File: config.mk
export PLATFORM = sky130hd
export DESIGN_NAME = inst_issue
export DESIGN_NICKNAME = d
export VERILOG_FILES = /design/src/rtl/inst_issue.sv
export SDC_FILE = /design/constraint.sdc
export NUM_CORES = 1
export LEC_CHECK = 0
export ABC_CLOCK_PERIOD_IN_PS = 6400
export BUFFER_PORTS_ARGS = -buffer_cell sky130_fd_sc_hd__clkbuf_2
export CAP_MARGIN = 15
export CORE_MARGIN = 5
export CORE_UTILIZATION = 40
export CTS_CLUSTER_SIZE = 12
export DETAILED_ROUTE_END_ITERATION = 12
export PLACE_DENSITY = 0.58
export SLEW_MARGIN = 10
export SYNTH_ARGS = -nofsm -noshare
export SYNTH_HDL_FRONTEND = slang
export SYNTH_SLANG_ARGS = --single-unit
File: constraint.sdc
create_clock -name clk -period 6.4 [get_ports clk]
set_input_delay 0.64 -clock clk [delete_from_list [all_inputs] [get_ports clk]]
set_output_delay 0.64 -clock clk [all_outputs]
set_load 0.02 [all_outputs]
File: src/rtl/inst_issue.sv
// inst_issue: replays a loaded instruction program to a PE column.
// It waits for every write-back to return before it reports completion.
module inst_issue #(
  parameter int INST_WIDTH = 64,
  parameter int DEPTH      = 16,
  parameter int PTR_W      = 4,
  parameter int CNT_W      = 8
) (
  input  logic                  clk,
  input  logic                  rst,
  input  logic                  ld_v,
  input  logic [INST_WIDTH-1:0] ld_inst,
  input  logic                  clr,
  input  logic                  start,
  input  logic [CNT_W-1:0]      passes,
  input  logic                  stall,
  input  logic                  wb_v,
  output logic                  inst_v,
  output logic [INST_WIDTH-1:0] inst,
  output logic                  busy,
  output logic                  done,
  output logic [PTR_W:0]        prog_len,
  output logic                  err
);
  typedef enum logic [1:0] {IDLE, ISSUE, DRAIN, DONE} state_t;
  state_t r_state, w_nxt;
  logic [INST_WIDTH-1:0] r_mem [DEPTH];
  logic [INST_WIDTH-1:0] r_inst, w_cur;
  logic [PTR_W-1:0] r_rd_ptr, w_rd_nxt;
  logic [PTR_W:0] r_len;
  logic [CNT_W-1:0] r_pass, w_pass_cur, w_pass_nxt, r_pend, w_pend_nxt;
  logic r_inst_v, r_busy, r_done, r_err;
  logic w_empty, w_go, w_fire, w_last, w_inc, w_ovf, w_unf, w_ld_ok, w_ld_err;
  assign w_empty    = r_len == '0 || passes == '0;
  assign w_go       = r_state == IDLE && start && !w_empty;
  assign w_fire     = (w_go || r_state == ISSUE) && !stall;
  assign w_cur      = r_mem[r_rd_ptr];
  assign w_last     = {1'b0, r_rd_ptr} == r_len - 1'b1;
  assign w_pass_cur = w_go ? passes : r_pass;
  assign w_inc      = w_fire && w_cur[INST_WIDTH-1];
  assign w_ovf      = w_inc && !wb_v && &r_pend;
  assign w_unf      = wb_v && !w_inc && r_pend == '0;
  assign w_pend_nxt = (w_inc && !wb_v && !w_ovf) ? r_pend + 1'b1 :
                      (wb_v && !w_inc && !w_unf) ? r_pend - 1'b1 : r_pend;
  // DEPTH is a power of two, so the top bit of the length marks a full buffer
  assign w_ld_ok    = r_state == IDLE && ld_v && !clr && !r_len[PTR_W];
  assign w_ld_err   = r_state == IDLE && ld_v && !clr && r_len[PTR_W];
  always_comb begin
    w_nxt      = r_state;
    w_rd_nxt   = r_rd_ptr;
    w_pass_nxt = w_pass_cur;
    if (r_state == IDLE && start) w_nxt = w_empty ? DONE : ISSUE;
    if (w_fire) begin
      w_rd_nxt = w_last ? '0 : r_rd_ptr + 1'b1;
      if (w_last) begin
        w_pass_nxt = w_pass_cur - 1'b1;
        if (w_pass_cur == CNT_W'(1)) w_nxt = DRAIN;
      end
    end
    if (r_state == DRAIN && w_pend_nxt == '0) w_nxt = DONE;
    if (r_state == DONE) w_nxt = IDLE;
  end
  always_ff @(posedge clk or posedge rst) begin
    if (rst) begin
      r_state  <= IDLE;
      r_rd_ptr <= '0;
      r_pass   <= '0;
      r_pend   <= '0;
      r_len    <= '0;
      r_inst_v <= 1'b0;
      r_inst   <= '0;
      r_busy   <= 1'b0;
      r_done   <= 1'b0;
      r_err    <= 1'b0;
    end else begin
      r_state  <= w_nxt;
      r_rd_ptr <= w_rd_nxt;
      r_pass   <= w_pass_nxt;
      r_pend   <= w_pend_nxt;
      r_inst_v <= w_fire;
      if (w_fire) r_inst <= w_cur;
      r_busy   <= w_nxt == ISSUE || w_nxt == DRAIN;
      // drain completion pulses on entry to DONE; an empty start pulses on leaving it
      r_done   <= (r_state == DRAIN && w_nxt == DONE) || (r_state == DONE && !r_done);
      r_err    <= r_err | w_ovf | w_unf | w_ld_err;
      if (r_state == IDLE) r_len <= clr ? '0 : w_ld_ok ? r_len + 1'b1 : r_len;
    end
  end
  always_ff @(posedge clk)
    if (w_ld_ok) r_mem[r_len[PTR_W-1:0]] <= ld_inst;
  assign inst_v   = r_inst_v;
  assign inst     = r_inst;
  assign busy     = r_busy;
  assign done     = r_done;
  assign prog_len = r_len;
  assign err      = r_err;
endmodule
==> impl_results.html, run 1 <==
<table>
<tr><th>Metric</th><th>Value</th></tr>
<tr><th colspan="2">Outcome</th></tr>
<tr><td>Status</td><td>completed</td></tr>
<tr><th colspan="2">Placed design</th></tr>
<tr><td>Final weighted congestion in routability-driven placement</td><td>0.778</td></tr>
<tr><td>Half-perimeter wire length after placement</td><td>52900 um</td></tr>
<tr><td>Count of buffers inserted at the top-level ports</td><td>151</td></tr>
<tr><th colspan="2">Synth</th></tr>
<tr><td>Yosys reg bits</td><td>1119</td></tr>
<tr><td>Portion of netlist area occupied by mux cells</td><td>13.2%</td></tr>
<tr><td>Post-synth cell types</td><td>58</td></tr>
<tr><td>Synth Area in XOR/XNOR</td><td>0.404%</td></tr>
<tr><td>Average instance area after synthesis</td><td>18.5 um2</td></tr>
<tr><td>Compound-Gate Fraction of Synth Area</td><td>5.31%</td></tr>
<tr><td>Synthesized net count</td><td>2433</td></tr>
<tr><td>Number of standard cells after synthesis</td><td>2342</td></tr>
<tr><td>Simple-Gate Fraction of Synth Area</td><td>3.01%</td></tr>
<tr><td>Part of the Yosys area used for sequential elements</td><td>76.4%</td></tr>
<tr><td>Prevailing post-synth register cell</td><td>sky130_fd_sc_hd__edfxtp_1</td></tr>
<tr><td>Combinational family with the most area after synthesis</td><td>multiplexers</td></tr>
<tr><td>Total of warnings raised by yosys</td><td>0</td></tr>
<tr><td>Post-synthesis share of cell area spent on full adders, half adders and majority gates</td><td>0.347%</td></tr>
<tr><td>Area of the mapped netlist</td><td>0.0433 mm2</td></tr>
<tr><td>Fraction of registers with async set/reset</td><td>8.49%</td></tr>
<tr><td>Count of flip-flops with a built-in enable after synthesis</td><td>1024</td></tr>
<tr><th colspan="2">Floorplanning</th></tr>
<tr><td>Initial Utilization</td><td>40.4%</td></tr>
<tr><td>Total die area</td><td>0.115 mm2</td></tr>
<tr><td>Core Box Area</td><td>0.107 mm2</td></tr>
<tr><td>Horizontal extent of the die</td><td>339 um</td></tr>
<tr><td>Die Y-Extent</td><td>339 um</td></tr>
<tr><td>Number of I/O pins</td><td>152</td></tr>
<tr><td>Number of rows in the core area</td><td>120</td></tr>
<tr><th colspan="2">Worst setup path</th></tr>
<tr><td>Library cell appearing most often on the critical path</td><td>sky130_fd_sc_hd__ha_1</td></tr>
<tr><td>Register-to-Register Setup Slack</td><td>2.37 ns</td></tr>
<tr><td>Cell chain of the critical path</td><td>inv_1 &gt; ha_1 &gt; or4b_4 &gt; and3_4 &gt; a22oi_4 &gt; buf_4 &gt; inv_4 &gt; nand2b_4 &gt; mux4_2 &gt; nor3b_1 &gt; o2111ai_1 &gt; o41ai_2 &gt; ha_1</td></tr>
<tr><td>Worst Path Class, Setup</td><td>reg -&gt; reg</td></tr>
<tr><td>Crit path required time</td><td>6.96 ns</td></tr>
<tr><td>Capturing element type of the critical path</td><td>flop</td></tr>
<tr><td>Largest stage delay on the critical path</td><td>0.64 ns</td></tr>
<tr><td>Bufs and invs on worst path</td><td>3</td></tr>
<tr><td>Data arrival, critical path</td><td>4.59 ns</td></tr>
<tr><td>Critical-path maximum fanout</td><td>58</td></tr>
<tr><td>Setup crit start kind</td><td>flop</td></tr>
<tr><td>Largest delay share family, worst path</td><td>simple AND/OR/NAND/NOR gates</td></tr>
<tr><td>CP max-delay cell</td><td>sky130_fd_sc_hd__buf_4</td></tr>
<tr><th colspan="2">Drt</th></tr>
<tr><td>1st-iter DRT viols</td><td>2062</td></tr>
<tr><td>Detail Route Antenna Nets</td><td>0</td></tr>
<tr><td>Routed vias/inst</td><td>5.56</td></tr>
<tr><td>Wirelength per Cell</td><td>25.6 um</td></tr>
<tr><td>First-pass iteration count of the detailed router</td><td>5</td></tr>
<tr><td>Overall via count from detail_route</td><td>22400</td></tr>
<tr><td>Detailed-route DRC error count</td><td>0</td></tr>
<tr><td>Detailed-route wire length</td><td>103000 um</td></tr>
<tr><th colspan="2">GRT</th></tr>
<tr><td>Via count of the first global-routing pass</td><td>23100</td></tr>
<tr><td>Global-route track usage on met1</td><td>24.7%</td></tr>
<tr><td>Global-route wire length before repair</td><td>152000 um</td></tr>
<tr><td>Number of antenna violations at the first check in global routing</td><td>11</td></tr>
<tr><td>Grt met2 use</td><td>28.8%</td></tr>
<tr><td>Busiest grt layer</td><td>met2</td></tr>
<tr><td>Largest net degree at the start of global routing</td><td>110</td></tr>
<tr><td>Remaining global-route overflow</td><td>0</td></tr>
<tr><td>Overall track demand over capacity in global routing</td><td>17.5%</td></tr>
<tr><td>Met3 Resource Use GR</td><td>3.04%</td></tr>
<tr><th colspan="2">Cells and area</th></tr>
<tr><td>Final Net Count</td><td>2612</td></tr>
<tr><td>Layout Area Growth over Synthesis</td><td>14.2%</td></tr>
<tr><td>Most common cell after layout, fill and taps aside</td><td>sky130_fd_sc_hd__edfxtp_1</td></tr>
<tr><td>Leading cell types in the layout, fill and taps excluded</td><td>sky130_fd_sc_hd__edfxtp_1 (1024), sky130_fd_sc_hd__nand2_1 (214), sky130_fd_sc_hd__mux2i_1 (203)</td></tr>
<tr><td>Layout cell share with drive strength beyond 1</td><td>21.7%</td></tr>
<tr><td>Utilization of the core after routing</td><td>46.1%</td></tr>
<tr><td>Fillers</td><td>8960</td></tr>
<tr><th colspan="2">Pwr</th></tr>
<tr><td>Cell-internal power</td><td>14.1 mW</td></tr>
<tr><td>Total net switching power</td><td>6.15 mW</td></tr>
<tr><td>Net switching share of the total power</td><td>30.4%</td></tr>
<tr><td>Sequential group share of total power</td><td>43.6%</td></tr>
<tr><td>Pwr Density</td><td>410 mW/mm2</td></tr>
<tr><td>Maximum vdd ir drop</td><td>0.000297 V</td></tr>
<tr><td>Combinational share of power</td><td>25.0%</td></tr>
<tr><td>Leakage component of the power</td><td>16.5 nW</td></tr>
<tr><td>Proportion of power drawn by the clock network</td><td>31.4%</td></tr>
<tr><th colspan="2">Hold path</th></tr>
<tr><td>Kind of path behind the tightest hold check</td><td>in -&gt; async</td></tr>
<tr><th colspan="2">Timing</th></tr>
<tr><td>Setup skew after layout</td><td>0.0240 ns</td></tr>
<tr><td>Finish-stage setup viols</td><td>0</td></tr>
<tr><td>Ratio of final minimum period to clock period</td><td>63.0%</td></tr>
<tr><td>Peak Freq</td><td>248 MHz</td></tr>
<tr><td>Max_slew headroom</td><td>29.6%</td></tr>
<tr><td>Tightest Pin Transition</td><td>1.06 ns</td></tr>
<tr><td>Post-route minimum period</td><td>4.03 ns</td></tr>
<tr><td>Number of max-slew violations in the final report</td><td>0</td></tr>
<tr><td>Setup TNS Final</td><td>0 ns</td></tr>
<tr><td>Fin. Hold Viols</td><td>0</td></tr>
<tr><td>RSZ-0062 raised after global routing</td><td>no</td></tr>
<tr><th colspan="2">Clocking</th></tr>
<tr><td>Hold bufs inserted after CTS</td><td>0</td></tr>
<tr><td>CTS resizes</td><td>0</td></tr>
<tr><td>H-tree depth</td><td>3</td></tr>
<tr><td>Longest Clk Path Bufs</td><td>3</td></tr>
<tr><td>Clock tree from TritonCTS</td><td>built</td></tr>
<tr><td>Clock insertion delay at the later pin of the skew report</td><td>0.68 ns</td></tr>
<tr><td>Post-CTS clock slew at the launch and capture registers of the worst setup and hold paths</td><td>0.06 ns</td></tr>
<tr><td>Number of post-CTS setup repair buffers</td><td>0</td></tr>
<tr><td>TritonCTS sink count</td><td>1119</td></tr>
<tr><td>Clock buffer count from CTS</td><td>113</td></tr>
<tr><td>Cell at the root of the clock tree</td><td>sky130_fd_sc_hd__clkbuf_16</td></tr>
<tr><th colspan="2">Job</th></tr>
<tr><td>Max-cap viol count</td><td>0</td></tr>
</table>
[flip-flops by register name (all words and copies together), names as in the netlist]
signal / flops
r_state: 2
prog_len: 5
err: 1
r_rd_ptr: 4
busy: 1
r_pass: 8
r_mem: 1024
inst_v: 1
r_pend: 8
inst: 64
done: 1
[metrics by stage]
stage	instances	hold WS (ns)	cell area, um2	total power [mW]	setup WS (ns)
finish	4026	0.165	49500	20.3	2.37
global route	4020	0.216	49500	21.2	2.16
CTS	4020	0.157	49500	20.5	2.37
detailed placement	3809	0.473	45900	14.1	2.37
global placement	3809	0.465	45900	14.0	2.51
floorplan	2342	0.519	43300	12.5	0.188
[worst reg2reg max path: cells and delay by family (launching register included)]
kind                     cells  cell delay, ns
AO/OA/AOI/OAI                3            0.58
adder cells (fa/ha/maj)      2            0.47
buffers and inverters        3            0.95
flip-flops                   1            0.48
multiplexers                 1            0.33
AND/OR/NAND/NOR              4            1.09
[kinds of logic after synthesis]
kind of cell	count (synthesis)
DFF	1119
muxes	400
AOI/OAI and AO/OA	348
and+or+nand+nor	302
buffers and inverters	141
xor gates and xnor gates	20
adders and majority gates	12
[per-layer routing]
layer / part of all wire (%) / routed length, um / up-vias
met1: 44 / 45400 / 11800
met2: 48 / 49600 / 665
met4: 1.7 / 1800 / 2
li1: - / - / 9802
met5: 0.013 / 13 / -
met3: 6.0 / 6140 / 144
[Yosys cell counts (2+ instances only)]
library cell,instances,area share [%]
sky130_fd_sc_hd__nor2_2,2,0.029
sky130_fd_sc_hd__a21oi_1,72,0.83
sky130_fd_sc_hd__buf_6,3,0.078
sky130_fd_sc_hd__inv_1,10,0.087
sky130_fd_sc_hd__edfxtp_1,1024,71
sky130_fd_sc_hd__nand2b_1,4,0.058
sky130_fd_sc_hd__mux2_2,67,1.7
sky130_fd_sc_hd__o221ai_1,126,2.5
sky130_fd_sc_hd__nor3_1,8,0.092
sky130_fd_sc_hd__and4_1,2,0.040
sky130_fd_sc_hd__nor2_1,35,0.30
sky130_fd_sc_hd__xnor2_1,17,0.34
sky130_fd_sc_hd__mux4_2,129,6.7
sky130_fd_sc_hd__nand3b_1,3,0.052
sky130_fd_sc_hd__mux2i_1,203,4.7
sky130_fd_sc_hd__nand3_1,6,0.069
sky130_fd_sc_hd__and3_1,2,0.029
sky130_fd_sc_hd__o21ai_0,130,1.5
sky130_fd_sc_hd__nor3b_1,2,0.035
sky130_fd_sc_hd__and2_1,3,0.043
sky130_fd_sc_hd__buf_2,4,0.046
sky130_fd_sc_hd__o211a_1,2,0.046
sky130_fd_sc_hd__nand4_1,6,0.087
sky130_fd_sc_hd__clkbuf_1,81,0.70
sky130_fd_sc_hd__xor2_1,3,0.061
sky130_fd_sc_hd__ha_1,12,0.35
sky130_fd_sc_hd__a41oi_1,3,0.061
sky130_fd_sc_hd__buf_1,42,0.36
sky130_fd_sc_hd__dfrtp_1,95,5.5
sky130_fd_sc_hd__nor4_1,4,0.058
sky130_fd_sc_hd__nand2_1,215,1.9
[worst paths after layout]
kind / startpoint / endpoint / cells after the start
max in group asynchronous: rst / r_rd_ptr[0] / 3
worst min register to register: inst[50] / inst[50] / 2
min in group clk: clr / prog_len[1] / 3
worst max register to register: prog_len[0] / busy / 13
worst min-delay path: rst / inst[7] / 2
worst max-delay path: prog_len[0] / busy / 13
[power groups by stage]
stage / Sequential [mW] / Clock (mW) / Combinational (mW)
final: 8.84 / 6.36 / 5.07
after global routing: 8.88 / 6.81 / 5.53
after global placement: 8.97 / 0 / 5.05
after floorplan: 8.83 / 0 / 3.63
after detailed placement: 8.99 / 0 / 5.13
after CTS: 8.84 / 6.50 / 5.13
[layout make-up]
class                           instances  area (um2)  share of cell area (%)
Sequential cell                      1119       33100                    67.0
Multi-Input combinational cell       1082        9780                    19.8
Clock buffer                          181        3210                    6.48
Tap cell                             1403        1760                    3.55
Timing Repair Buffer                  194        1180                    2.38
Clock inverter                         30         362                   0.731
Inverter                               11        46.3                  0.0936
Antenna cell                            6        15.0                  0.0303
Note: power is estimated with default switching activity, not from simulation.
==> run 2: changes to the inputs <==
ABC_CLOCK_PERIOD_IN_PS = 3350   (was 6400)
clock period = 3.35 ns   (was 6.4 ns; I/O delays follow)
==> impl_results.html, run 2 (synthesized netlist as in run 1, its figures left out) <==
<table>
<tr><th>Metric</th><th>Value</th></tr>
<tr><th colspan="2">Worst setup path</th></tr>
<tr><td>Critical-path maximum fanout</td><td>8 (-86%)</td></tr>
<tr><td>Setup crit start kind</td><td>flop</td></tr>
<tr><td>Register-to-Register Setup Slack</td><td>0.15 ns (-2.21 ns)</td></tr>
<tr><td>Worst Path Class, Setup</td><td>reg -&gt; reg</td></tr>
<tr><td>Capturing element type of the critical path</td><td>flop</td></tr>
<tr><td>Reg2Reg Launch Point</td><td>prog_len[0]</td></tr>
<tr><td>Data arrival, critical path</td><td>3.76 ns (-0.83 ns)</td></tr>
<tr><td>Crit path required time</td><td>3.91 ns (-3.05 ns)</td></tr>
<tr><td>End of the worst register-to-register path</td><td>busy</td></tr>
<tr><td>Worst R2R Path Depth</td><td>12 (-1)</td></tr>
<tr><th colspan="2">Clocking</th></tr>
<tr><td>Clock tree from TritonCTS</td><td>built</td></tr>
<tr><td>H-tree depth</td><td>3 (unchanged)</td></tr>
<tr><td>Clock buffer count from CTS</td><td>112 (-0.88%)</td></tr>
<tr><td>TritonCTS sink count</td><td>1119 (unchanged)</td></tr>
<tr><td>Cell at the root of the clock tree</td><td>sky130_fd_sc_hd__clkbuf_16</td></tr>
<tr><td>Clock insertion delay at the later pin of the skew report</td><td>0.68 ns (about the same)</td></tr>
<tr><td>Longest Clk Path Bufs</td><td>3 (unchanged)</td></tr>
<tr><td>Post-CTS clock slew at the launch and capture registers of the worst setup and hold paths</td><td>0.06 ns (about the same)</td></tr>
<tr><th colspan="2">Pwr</th></tr>
<tr><td>Proportion of power drawn by the clock network</td><td>30.4% (-1.0 points)</td></tr>
<tr><td>Combinational share of power</td><td>27.0% (+2.0 points)</td></tr>
<tr><td>Maximum vdd ir drop</td><td>0.000703 V (+140%)</td></tr>
<tr><td>Net switching share of the total power</td><td>30.2% (-0.19 points)</td></tr>
<tr><td>Leakage component of the power</td><td>16.7 nW (+1.5%)</td></tr>
<tr><td>Sequential group share of total power</td><td>42.6% (-1.0 points)</td></tr>
<tr><td>Total net switching power</td><td>11.6 mW (+88%)</td></tr>
<tr><td>Pwr Density</td><td>764 mW/mm2 (+87%)</td></tr>
<tr><td>Cell-internal power</td><td>26.8 mW (+90%)</td></tr>
<tr><th colspan="2">Drt</th></tr>
<tr><td>Wirelength per Cell</td><td>25.5 um (-0.36%)</td></tr>
<tr><td>Detailed-route DRC error count</td><td>0 (unchanged)</td></tr>
<tr><td>Detailed-route wire length</td><td>104000 um (+0.56%)</td></tr>
<tr><td>Routed vias/inst</td><td>5.50 (-1.2%)</td></tr>
<tr><td>First-pass iteration count of the detailed router</td><td>5 (unchanged)</td></tr>
<tr><td>Detail Route Antenna Nets</td><td>0 (unchanged)</td></tr>
<tr><td>Overall via count from detail_route</td><td>22300 (-0.28%)</td></tr>
<tr><td>1st-iter DRT viols</td><td>2077 (+0.73%)</td></tr>
<tr><th colspan="2">Timing</th></tr>
<tr><td>Number of max-slew violations in the final report</td><td>0 (unchanged)</td></tr>
<tr><td>Finish-stage setup viols</td><td>0 (unchanged)</td></tr>
<tr><td>Post-route minimum period</td><td>3.20 ns (-0.835 ns)</td></tr>
<tr><td>Max_slew headroom</td><td>27.4% (-2.2 points)</td></tr>
<tr><td>Peak Freq</td><td>313 MHz (+26%)</td></tr>
<tr><td>Setup TNS Final</td><td>0 ns (unchanged)</td></tr>
<tr><td>Setup skew after layout</td><td>0.0331 ns (+0.00906 ns)</td></tr>
<tr><td>Fin. Hold Viols</td><td>0 (unchanged)</td></tr>
<tr><td>Ratio of final minimum period to clock period</td><td>95.4% (+32 points)</td></tr>
<tr><td>Tightest Pin Transition</td><td>1.09 ns (+0.0323 ns)</td></tr>
<tr><th colspan="2">Hold path</th></tr>
<tr><td>Kind of path behind the tightest hold check</td><td>in -&gt; reg</td></tr>
<tr><td>Depth of the worst hold-timing path</td><td>1</td></tr>
<tr><td>Destination of the worst hold path</td><td>r_mem[10][47]</td></tr>
<tr><td>Startpoint of the lowest-slack hold path</td><td>ld_inst[47]</td></tr>
<tr><th colspan="2">Floorplanning</th></tr>
<tr><td>Initial Utilization</td><td>40.4% (unchanged)</td></tr>
<tr><td>Total die area</td><td>0.115 mm2 (unchanged)</td></tr>
<tr><td>Number of rows in the core area</td><td>120 (unchanged)</td></tr>
<tr><td>Horizontal extent of the die</td><td>339 um (unchanged)</td></tr>
<tr><td>Core Box Area</td><td>0.107 mm2 (unchanged)</td></tr>
<tr><td>Die Y-Extent</td><td>339 um (unchanged)</td></tr>
<tr><td>Number of I/O pins</td><td>152 (unchanged)</td></tr>
<tr><th colspan="2">Job</th></tr>
<tr><td>Max-cap viol count</td><td>0 (unchanged)</td></tr>
<tr><th colspan="2">GRT</th></tr>
<tr><td>Remaining global-route overflow</td><td>0 (unchanged)</td></tr>
<tr><td>Global-route wire length before repair</td><td>153000 um (+0.98%)</td></tr>
<tr><td>Via count of the first global-routing pass</td><td>23200 (+0.039%)</td></tr>
<tr><td>Largest net degree at the start of global routing</td><td>131 (+19%)</td></tr>
<tr><td>Number of antenna violations at the first check in global routing</td><td>10 (-1)</td></tr>
<tr><td>Overall track demand over capacity in global routing</td><td>17.7% (+0.20 points)</td></tr>
<tr><th colspan="2">Placed design</th></tr>
<tr><td>Half-perimeter wire length after placement</td><td>53000 um (+0.25%)</td></tr>
<tr><td>Post-detailed-placement cell area</td><td>0.0466 mm2 (+1.5%)</td></tr>
<tr><td>Final weighted congestion in routability-driven placement</td><td>0.768 (-1.2%)</td></tr>
<tr><td>Count of buffers inserted at the top-level ports</td><td>151 (unchanged)</td></tr>
<tr><th colspan="2">Cells and area</th></tr>
<tr><td>Final Net Count</td><td>2655 (+1.6%)</td></tr>
<tr><td>Max reg flops</td><td>1024 (unchanged)</td></tr>
<tr><td>Layout cell share with drive strength beyond 1</td><td>22.9% (+1.2 points)</td></tr>
<tr><td>Leading cell types in the layout, fill and taps excluded</td><td>sky130_fd_sc_hd__edfxtp_1 (1024), sky130_fd_sc_hd__nand2_1 (214), sky130_fd_sc_hd__mux2i_1 (202)</td></tr>
<tr><td>Summed area of non-filler cells in the final layout</td><td>0.0502 mm2 (+1.4%)</td></tr>
<tr><td>Layout Area Growth over Synthesis</td><td>15.8%</td></tr>
<tr><td>Most common cell after layout, fill and taps aside</td><td>sky130_fd_sc_hd__edfxtp_1</td></tr>
<tr><th colspan="2">Outcome</th></tr>
<tr><td>Status</td><td>completed</td></tr>
</table>
[run 2: cell types whose count changed in the layout (fill, tap and decap cells not counted), sizes merged]
cell / change
clkinv: -3
dlygate4sd3: +10
clkbuf: +3
clkinvlp: -1
diode: -1
bufinv: -6
inv: +1
buf: +34
[run 2: area by class of cell]
type                    count  area, um2
fillers                  8856      57200
repair buffers            238       1970
clock buffers             184       3260
well taps                1403       1760
inverters                  11       46.3
clock inverters            21        150
diodes                      5       12.5
flip-flops and latches   1119      33100
multi-input cells        1082       9820
[run 2: through the flow]
stage                     utilization [%]  worst slack, ns  cells  hold WS, ns  power [mW]
final                                46.7            0.154   4063       0.0583        38.3
after global routing                 46.7          -0.0125   4058       0.0438        40.3
after CTS                            46.7           0.0176   4055      0.00738        38.8
after detailed placement             43.4          -0.0201   3839        0.473        27.0
after global placement               43.4            0.150   3839        0.469        26.8
after floorplan                         -          -0.0620   2342        0.434        23.8
[run 2: power groups by stage]
stage               clock network, mW  logic, mW  registers (mW)
floorplan                           0       6.96            16.9
global placement                    0       10.2            16.6
detailed placement                  0       10.4            16.6
CTS                              12.0       10.5            16.3
global route                     12.6       11.3            16.4
finish                           11.7       10.3            16.3
[run 2: worst max-delay path by stage]
stage,startpoint,endpoint,depth (start not counted)
floorplan,prog_len[0],r_mem[0][0],4
global placement,prog_len[0],busy,12
detailed placement,prog_len[1],busy,12
CTS,prog_len[1],busy,12
global route,prog_len[0],busy,11
finish,prog_len[0],busy,12
[run 2: critical path, cell delays in order, from the launching register on]
cell and delay [ns]:
sky130_fd_sc_hd__dfrtp_1 0.38, sky130_fd_sc_hd__inv_1 0.12, sky130_fd_sc_hd__ha_2 0.20, sky130_fd_sc_hd__or4b_4 0.49, sky130_fd_sc_hd__and3_4 0.21, sky130_fd_sc_hd__a22oi_4 0.18
sky130_fd_sc_hd__inv_4 0.09, sky130_fd_sc_hd__nand2b_4 0.12, sky130_fd_sc_hd__mux4_2 0.32, sky130_fd_sc_hd__nor3b_2 0.22, sky130_fd_sc_hd__o2111ai_2 0.15, sky130_fd_sc_hd__o41ai_2 0.30
sky130_fd_sc_hd__ha_1 0.30
[run 2: per-layer routing]
metal  GRT usage (%)  vias up  share of wire (%)
li1                -     9905                  -
met1            24.3    11800                 44
met2            29.5      543                 49
met3            3.65      116                6.0
met4            4.02       10                1.6
met5               0        -              0.056
[run 2: repair_timing]
action / CTS / global route
endpoints found under the hold margin: 45 / 0
gates resized for setup: 1 / 5
pin swaps: 2 / 3
hold buffers: 10 / 0
setup buffers: 1 / 3
gates cloned: 0 / 0
endpoints found under the setup margin: 2 / 2
